**src/rtl/cpu_control_unit.sv**
```systemverilog
// Instruction-sequencing controller for CPU_DataPath: decodes the current opcode into
// datapath strobes and sequences run/pause/step/halt/fault, one instruction per clock.
module cpu_control_unit #(
    parameter int CNT_W = 16
) (
    input  logic             clk,
    input  logic             rst,
    input  logic [4:0]       opcode,
    input  logic             C,
    input  logic             V,
    input  logic             S,
    input  logic             Z_det,
    input  logic             run,
    input  logic             step,
    output logic             ldPC2,
    output logic             ldPCz,
    output logic             ldXr1,
    output logic             ldXr2,
    output logic             ldXPC,
    output logic             ldYr1,
    output logic             ldYr2,
    output logic             alu_ld,
    output logic             ldRPC,
    output logic             ldRZ,
    output logic             ldRM,
    output logic             rdr1,
    output logic             rdr2,
    output logic             rdm,
    output logic             wrm,
    output logic             ldOff11to16,
    output logic             ldOff8to16,
    output logic             ldOff5to16,
    output logic [2:0]       fsel,
    output logic             halted,
    output logic             fault,
    output logic [CNT_W-1:0] instr_count
);

    localparam logic [2:0] ST_BOOT  = 3'd0;
    localparam logic [2:0] ST_RUN   = 3'd1;
    localparam logic [2:0] ST_PAUSE = 3'd2;
    localparam logic [2:0] ST_STEP  = 3'd3;
    localparam logic [2:0] ST_HALT  = 3'd4;
    localparam logic [2:0] ST_FAULT = 3'd5;

    localparam logic [4:0] OP_NOP  = 5'b00000;
    localparam logic [4:0] OP_ADDR = 5'b00001;
    localparam logic [4:0] OP_SUBR = 5'b00010;
    localparam logic [4:0] OP_ANDR = 5'b00011;
    localparam logic [4:0] OP_ORR  = 5'b00100;
    localparam logic [4:0] OP_XORR = 5'b00101;
    localparam logic [4:0] OP_LI   = 5'b01100;
    localparam logic [4:0] OP_LR   = 5'b01101;
    localparam logic [4:0] OP_SW   = 5'b10000;
    localparam logic [4:0] OP_LA   = 5'b10001;
    localparam logic [4:0] OP_JAL  = 5'b11000;
    localparam logic [4:0] OP_JR   = 5'b11010;
    localparam logic [4:0] OP_BEQZ = 5'b11100;
    localparam logic [4:0] OP_BNEZ = 5'b11101;
    localparam logic [4:0] OP_BLTZ = 5'b11110;
    localparam logic [4:0] OP_HALT = 5'b11111;

    localparam int B_PC2   = 17;
    localparam int B_PCZ   = 16;
    localparam int B_XR1   = 15;
    localparam int B_XR2   = 14;
    localparam int B_XPC   = 13;
    localparam int B_YR2   = 11;
    localparam int B_ALU   = 10;
    localparam int B_RPC   = 9;
    localparam int B_RZ    = 8;
    localparam int B_RM    = 7;
    localparam int B_RD1   = 6;
    localparam int B_RD2   = 5;
    localparam int B_RDM   = 4;
    localparam int B_WRM   = 3;
    localparam int B_OFF11 = 2;
    localparam int B_OFF8  = 1;
    localparam int B_OFF5  = 0;

    logic [2:0]  state;
    logic [2:0]  state_next;
    logic        step_d;
    logic        cq, vq, sq, zq;
    logic        exec;
    logic        step_edge;
    logic        is_legal;
    logic        is_halt;
    logic        is_alu;
    logic        taken;
    logic [17:0] dec;
    logic [2:0]  dec_fsel;
    logic        flags_unused;

    // C and V are held for the datapath's benefit; no branch here reads them.
    assign flags_unused = ^{cq, vq};

    assign exec      = (state == ST_RUN) || (state == ST_STEP);
    assign step_edge = step && !step_d;

    always_comb begin
        dec      = '0;
        dec_fsel = 3'd0;
        is_legal = 1'b1;
        is_halt  = 1'b0;
        is_alu   = 1'b0;
        taken    = 1'b0;
        case (opcode)
            OP_NOP: dec[B_PC2] = 1'b1;
            OP_ADDR, OP_SUBR, OP_ANDR, OP_ORR, OP_XORR: begin
                is_alu     = 1'b1;
                dec[B_PC2] = 1'b1;
                dec[B_XR1] = 1'b1;
                dec[B_YR2] = 1'b1;
                dec[B_RD1] = 1'b1;
                dec[B_RD2] = 1'b1;
                dec[B_ALU] = 1'b1;
                dec[B_RZ]  = 1'b1;
                dec_fsel   = opcode[2:0] - 3'd1;
            end
            OP_LI: begin
                dec[B_PC2]  = 1'b1;
                dec[B_OFF8] = 1'b1;
                dec[B_ALU]  = 1'b1;
                dec[B_RZ]   = 1'b1;
                dec_fsel    = 3'd7;
            end
            OP_LR: begin
                dec[B_PC2] = 1'b1;
                dec[B_XR2] = 1'b1;
                dec[B_RD2] = 1'b1;
                dec[B_ALU] = 1'b1;
                dec[B_RZ]  = 1'b1;
                dec_fsel   = 3'd6;
            end
            OP_SW: begin
                dec[B_PC2]  = 1'b1;
                dec[B_XR2]  = 1'b1;
                dec[B_OFF5] = 1'b1;
                dec[B_RD1]  = 1'b1;
                dec[B_RD2]  = 1'b1;
                dec[B_ALU]  = 1'b1;
                dec[B_WRM]  = 1'b1;
            end
            OP_LA: begin
                dec[B_PC2]  = 1'b1;
                dec[B_XR2]  = 1'b1;
                dec[B_OFF5] = 1'b1;
                dec[B_RD2]  = 1'b1;
                dec[B_ALU]  = 1'b1;
                dec[B_RDM]  = 1'b1;
                dec[B_RM]   = 1'b1;
            end
            OP_JAL: begin
                dec[B_PCZ]  = 1'b1;
                dec[B_XPC]  = 1'b1;
                dec[B_OFF8] = 1'b1;
                dec[B_ALU]  = 1'b1;
                dec[B_RPC]  = 1'b1;
            end
            OP_JR: begin
                dec[B_PCZ] = 1'b1;
                dec[B_XR1] = 1'b1;
                dec[B_RD1] = 1'b1;
                dec[B_ALU] = 1'b1;
                dec_fsel   = 3'd6;
            end
            OP_BEQZ, OP_BNEZ, OP_BLTZ: begin
                // Branches test the registered flags of the last ALU register op.
                if (opcode == OP_BEQZ)      taken = zq;
                else if (opcode == OP_BNEZ) taken = !zq;
                else                        taken = sq;
                if (taken) begin
                    dec[B_PCZ]   = 1'b1;
                    dec[B_XPC]   = 1'b1;
                    dec[B_OFF11] = 1'b1;
                    dec[B_ALU]   = 1'b1;
                end else begin
                    dec[B_PC2] = 1'b1;
                end
            end
            OP_HALT: is_halt = 1'b1;
            default: is_legal = 1'b0;
        endcase
    end

    assign {ldPC2, ldPCz, ldXr1, ldXr2, ldXPC, ldYr1, ldYr2, alu_ld, ldRPC, ldRZ, ldRM,
            rdr1, rdr2, rdm, wrm, ldOff11to16, ldOff8to16, ldOff5to16} = exec ? dec : 18'd0;
    assign fsel = exec ? dec_fsel : 3'd0;

    always_comb begin
        state_next = state;
        case (state)
            ST_BOOT:  state_next = run ? ST_RUN : ST_PAUSE;
            ST_RUN, ST_STEP: begin
                if (is_halt)                        state_next = ST_HALT;
                else if (!is_legal)                 state_next = ST_FAULT;
                else if (state == ST_STEP || !run)  state_next = ST_PAUSE;
                else                                state_next = ST_RUN;
            end
            ST_PAUSE: begin
                if (step_edge) state_next = ST_STEP;
                else if (run)  state_next = ST_RUN;
            end
            ST_HALT:  state_next = ST_HALT;
            ST_FAULT: state_next = ST_FAULT;
            default:  state_next = ST_FAULT;
        endcase
    end

    always_ff @(posedge clk or posedge rst) begin
        if (rst) begin
            state       <= ST_BOOT;
            step_d      <= 1'b0;
            cq          <= 1'b0;
            vq          <= 1'b0;
            sq          <= 1'b0;
            zq          <= 1'b0;
            halted      <= 1'b0;
            fault       <= 1'b0;
            instr_count <= '0;
        end else begin
            state  <= state_next;
            step_d <= step;
            halted <= (state_next == ST_HALT);
            fault  <= (state_next == ST_FAULT);
            if (exec && is_alu) begin
                cq <= C;
                vq <= V;
                sq <= S;
                zq <= Z_det;
            end
            if (exec && is_legal && !is_halt)
                instr_count <= instr_count + {{(CNT_W-1){1'b0}}, 1'b1};
        end
    end

endmodule

```
**config.mk**
```make
export PLATFORM = sky130hd
export DESIGN_NAME = cpu_control_unit
export DESIGN_NICKNAME = d
export VERILOG_FILES = /design/src/rtl/cpu_control_unit.sv
export SDC_FILE = /design/constraint.sdc
export NUM_CORES = 1
export LEC_CHECK = 0
export ABC_CLOCK_PERIOD_IN_PS = 2200
export BUFFER_PORTS_ARGS = -buffer_cell sky130_fd_sc_hd__buf_2
export CAP_MARGIN = 20
export CORE_UTILIZATION = 39
export CTS_BUF_LIST = sky130_fd_sc_hd__clkbuf_8
export DETAILED_ROUTE_END_ITERATION = 10
export HOLD_SLACK_MARGIN = 0.05
export PLACE_DENSITY = 0.64
export RECOVER_POWER = 50
export SLEW_MARGIN = 20
export SYNTH_ARGS = -nofsm -noshare
export SYNTH_HDL_FRONTEND = slang
export SYNTH_SLANG_ARGS = --single-unit
```
**constraint.sdc**
```tcl
create_clock -name clk -period 2.2 [get_ports clk]
set_input_delay 0.11 -clock clk [delete_from_list [all_inputs] [get_ports clk]]
set_output_delay 0.11 -clock clk [all_outputs]
set_load 0.01 [all_outputs]
```
==> impl_metrics.sql <==
INSERT INTO impl_metrics (metric_group, metric, value, unit) VALUES
('outcome', 'outcome', 'finished clean', ''),
('grt', 'grt_start_max_net_pins', '25', ''),
('pwr', 'share_clk_of_total_power', '20.8', '%'),
('detailed_routing', 'route.detailed.wl_per_inst', '13.0', 'um'),
('critical_path', 'critPathCaptureType', 'register', ''),
('synthesis', 'netlist_instances', '181', ''),
('synthesis', 'mappedNetlistNets', '199', ''),
('grt', 'gr-total-overflow', '0', ''),
('synthesis', 'synth_largest_area_cell', 'sky130_fd_sc_hd__dfrtp_1', ''),
('synthesis', 'post-synth-top-area-fraction', '36.5', '%'),
('pwr', 'p_seq_share', '51.1', '%'),
('detailed_routing', 'route.detailed.vias_per_inst', '5.19', ''),
('synthesis', 'synth-seq-cells', '24', ''),
('critical_path', 'critical_path_class', 'in2reg', ''),
('synthesis', 'ys_dominant_reg_cell', 'sky130_fd_sc_hd__dfrtp_1', ''),
('critical_path', 'startpoint_type', 'input port', ''),
('detailed_routing', 'drtAntennaViolNets', '0', ''),
('synthesis', 'synth_compound_area_share', '15.5', '%'),
('timing', 'achievable-frequency', '535', 'MHz'),
('cells_and_area', 'n_antenna_cell', '0', ''),
('grt', 'antenna_found_initial', '0', ''),
('synthesis', 'synth_xor_area_share', '9.04', '%'),
('pwr', 'switching_power_as_a_share_of_total_power', '33.9', '%'),
('hold_path', 'hold_path_class', 'in2reg', ''),
('detailed_routing', 'finalWirelength', '3.66', 'mm'),
('clock_network', 'worst_skew_pair.late_latency', '0.26', 'ns'),
('grt', 'grt_first_pass_wirelength', '5.99', 'mm'),
('placement', 'place_hpwl', '2.78', 'mm'),
('critical_path', 'worstPathArrival', '2.05', 'ns'),
('pwr', 'p_total', '1190', 'uW'),
('pwr', 'netSwitchingPower', '405', 'uW'),
('timing', 'final-hold-violation-count', '0', ''),
('pwr', 'power_leakage', '0.000890', 'uW'),
('critical_path', 'critical_path.startpoint', 'opcode[1]', ''),
('cells_and_area', 'mostFrequentLayoutCells', 'sky130_fd_sc_hd__buf_2 (31), sky130_fd_sc_hd__dfrtp_1 (24), sky130_fd_sc_hd__nor2_1 (20)', ''),
('floorplanning', 'core_area', '0.00403', 'mm^2'),
('synthesis', 'number_of_synthesized_flops_with_an_enable_pin', '0', ''),
('timing', 'fin_tns_setup', '0', 'ns'),
('cells_and_area', 'mostFrequentLayoutCell', 'sky130_fd_sc_hd__buf_2', ''),
('clock_network', 'cts_buffer_depth', '2', ''),
('placement', 'dp_slack', '0.102', 'ns'),
('timing', 'layout_min_cycle_time', '1.87', 'ns'),
('grt', 'first_global_vias', '1314', ''),
('synthesis', 'dominant_combinational_cell_family_by_area_after_synthesis', 'simple AND/OR/NAND/NOR gates', ''),
('critical_path', 'path_max_fanout', '14', ''),
('cells_and_area', 'layout-drive-gt1-share', '23.4', '%'),
('placement', 'gpl.final_weighted_congestion', '0.824', ''),
('synthesis', 'synth.cell_area', '0.00165', 'mm^2'),
('timing', 'worst_clock_skew', '0.00316', 'ns'),
('timing', 'timing.final.crit_share', '85.0', '%'),
('floorplanning', 'fp.dieArea', '0.00449', 'mm^2'),
('timing', 'rsz0062_at_grt', 'false', ''),
('synthesis', 'synth_top_cells_by_area', 'sky130_fd_sc_hd__dfrtp_1 (36%), sky130_fd_sc_hd__xor2_1 (6.9%), sky130_fd_sc_hd__nor2_1 (4.6%)', ''),
('synthesis', 'ys_types', '49', ''),
('pwr', 'p_comb_share', '28.1', '%'),
('detailed_routing', 'count_of_vias_placed_by_the_detailed_router', '1459', ''),
('synthesis', 'synth_simple_gate_area_share', '25.8', '%'),
('cells_and_area', 'fin_nets', '251', ''),
('critical_path', 'worst_r2r_startpoint', 'state[2]', ''),
('synthesis', 'mux_contribution_to_synthesized_area', '2.05', '%'),
('job', 'cap_viol_max_count', '0', ''),
('cells_and_area', 'multi_input_comb_area', '928', 'um^2'),
('floorplanning', 'floorplan.rows', '23', ''),
('clock_network', 'cts_post_setup_buffers_inserted', '0', ''),
('pwr', 'vdd_drop_max', '0.490', 'mV'),
('clock_network', 'ctsRootBufferMaster', 'sky130_fd_sc_hd__clkbuf_8', ''),
('synthesis', 'post_syn_area_per_cell', '9.10', 'um^2'),
('synthesis', 'synth-seq-area-share', '36.5', '%'),
('detailed_routing', 'dr.first_iter.drc_count', '96', ''),
('timing', 'setup_viol_count_final', '0', ''),
('cells_and_area', 'num-fill-cells', '401', '');
[metal layers]
metal | track usage, % | up-vias | share of wire [%]
met4 | 3.99 | 0 | 0.57
met1 | 23.9 | 683 | 49
met5 | 0 | - | 0
li1 | - | 737 | -
met3 | 2.40 | 2 | 5.2
met2 | 29.2 | 37 | 45
[area by class of cell]
class                           instances  share of cell area, %
Sequential cell                        24                   30.1
Tap cell                               50                   3.14
Multi-Input combinational cell        134                   46.6
Inverter                               10                   1.88
Timing Repair Buffer                   60                   16.2
Clock buffer                            3                   2.07
[power groups by stage]
| stage | combinational [uW] | clock (uW) | sequential [uW] |
|---|---|---|---|
| finish | 335 | 249 | 610 |
| CTS | 360 | 260 | 609 |
| detailed placement | 355 | 0 | 617 |
| global route | 375 | 281 | 624 |
| global placement | 349 | 0 | 615 |
| floorplan | 201 | 0 | 633 |
[flip-flops by register name, summed over array words and instances (netlist names)]
signal	cells
fault	1
halted	1
instr_count	16
sq	1
state	3
step_d	1
zq	1
[worst max-delay path: stages]
cell and delay [ns]:
sky130_fd_sc_hd__buf_2 0.12, sky130_fd_sc_hd__inv_1 0.07, sky130_fd_sc_hd__ha_1 0.31, sky130_fd_sc_hd__buf_4 0.18, sky130_fd_sc_hd__o21ai_0 0.07, sky130_fd_sc_hd__a21oi_1 0.37
sky130_fd_sc_hd__o41ai_4 0.11, sky130_fd_sc_hd__buf_12 0.17, sky130_fd_sc_hd__nor4_1 0.34, sky130_fd_sc_hd__xor2_1 0.18
[synthesized netlist by cell type (2+ instances only)]
master	count
sky130_fd_sc_hd__nand3_1	8
sky130_fd_sc_hd__buf_4	3
sky130_fd_sc_hd__buf_2	4
sky130_fd_sc_hd__nand2b_1	2
sky130_fd_sc_hd__a22oi_1	2
sky130_fd_sc_hd__nor4b_1	2
sky130_fd_sc_hd__o21ai_1	2
sky130_fd_sc_hd__nor2_1	20
sky130_fd_sc_hd__a21oi_1	11
sky130_fd_sc_hd__nand2_1	11
sky130_fd_sc_hd__nor2b_1	2
sky130_fd_sc_hd__dfrtp_1	24
sky130_fd_sc_hd__buf_6	2
sky130_fd_sc_hd__xnor2_1	4
sky130_fd_sc_hd__o21ai_0	6
sky130_fd_sc_hd__nor3_2	4
sky130_fd_sc_hd__mux2_1	3
sky130_fd_sc_hd__nor3_1	4
sky130_fd_sc_hd__inv_1	9
sky130_fd_sc_hd__nor3b_1	2
sky130_fd_sc_hd__nor4_1	6
sky130_fd_sc_hd__xor2_1	13
sky130_fd_sc_hd__a31oi_1	3
sky130_fd_sc_hd__nand4_1	3
sky130_fd_sc_hd__clkbuf_1	2
sky130_fd_sc_hd__buf_1	2
sky130_fd_sc_hd__ha_1	5
[kinds of logic (layout without fill, tap and decap cells)]
kind of cell,Yosys count,count (layout)
adders and majority gates,5,5
other,1,1
muxes,3,3
AOI/OAI and AO/OA,34,34
DFF,24,24
xor gates and xnor gates,17,17
buffers and inverters,23,73
and+or+nand+nor,74,74
[worst paths after layout]
kind,to,slack (ns),cells after the start
max,instr_count[14],0.33,10
min,zq,0.06,2
max reg2reg,instr_count[14],0.35,6
min reg2reg,instr_count[15],0.47,1
max in group asynchronous,instr_count[10],0.62,4
min in group asynchronous,sq,0.82,4
[metrics by stage]
| step | instance area (um^2) | util, % | hold WS (ns) | instances |
|---|---|---|---|---|
| final | 1990 | 49.5 | 0.0632 | 281 |
| after global routing | 1990 | 49.5 | 0.0561 | 281 |
| after CTS | 2020 | 50.1 | 0.0618 | 281 |
| after detailed placement | 1960 | 48.6 | 0.175 | 276 |
| after global placement | 1960 | 48.6 | 0.172 | 276 |
| after floorplan | 1650 | - | 0.125 | 181 |
[timing repair]
item	CTS	global route
hold endpoints to repair	25	0
resized for setup	0	0
hold buffers	2	0
Power figures use the tool's default switching activity.
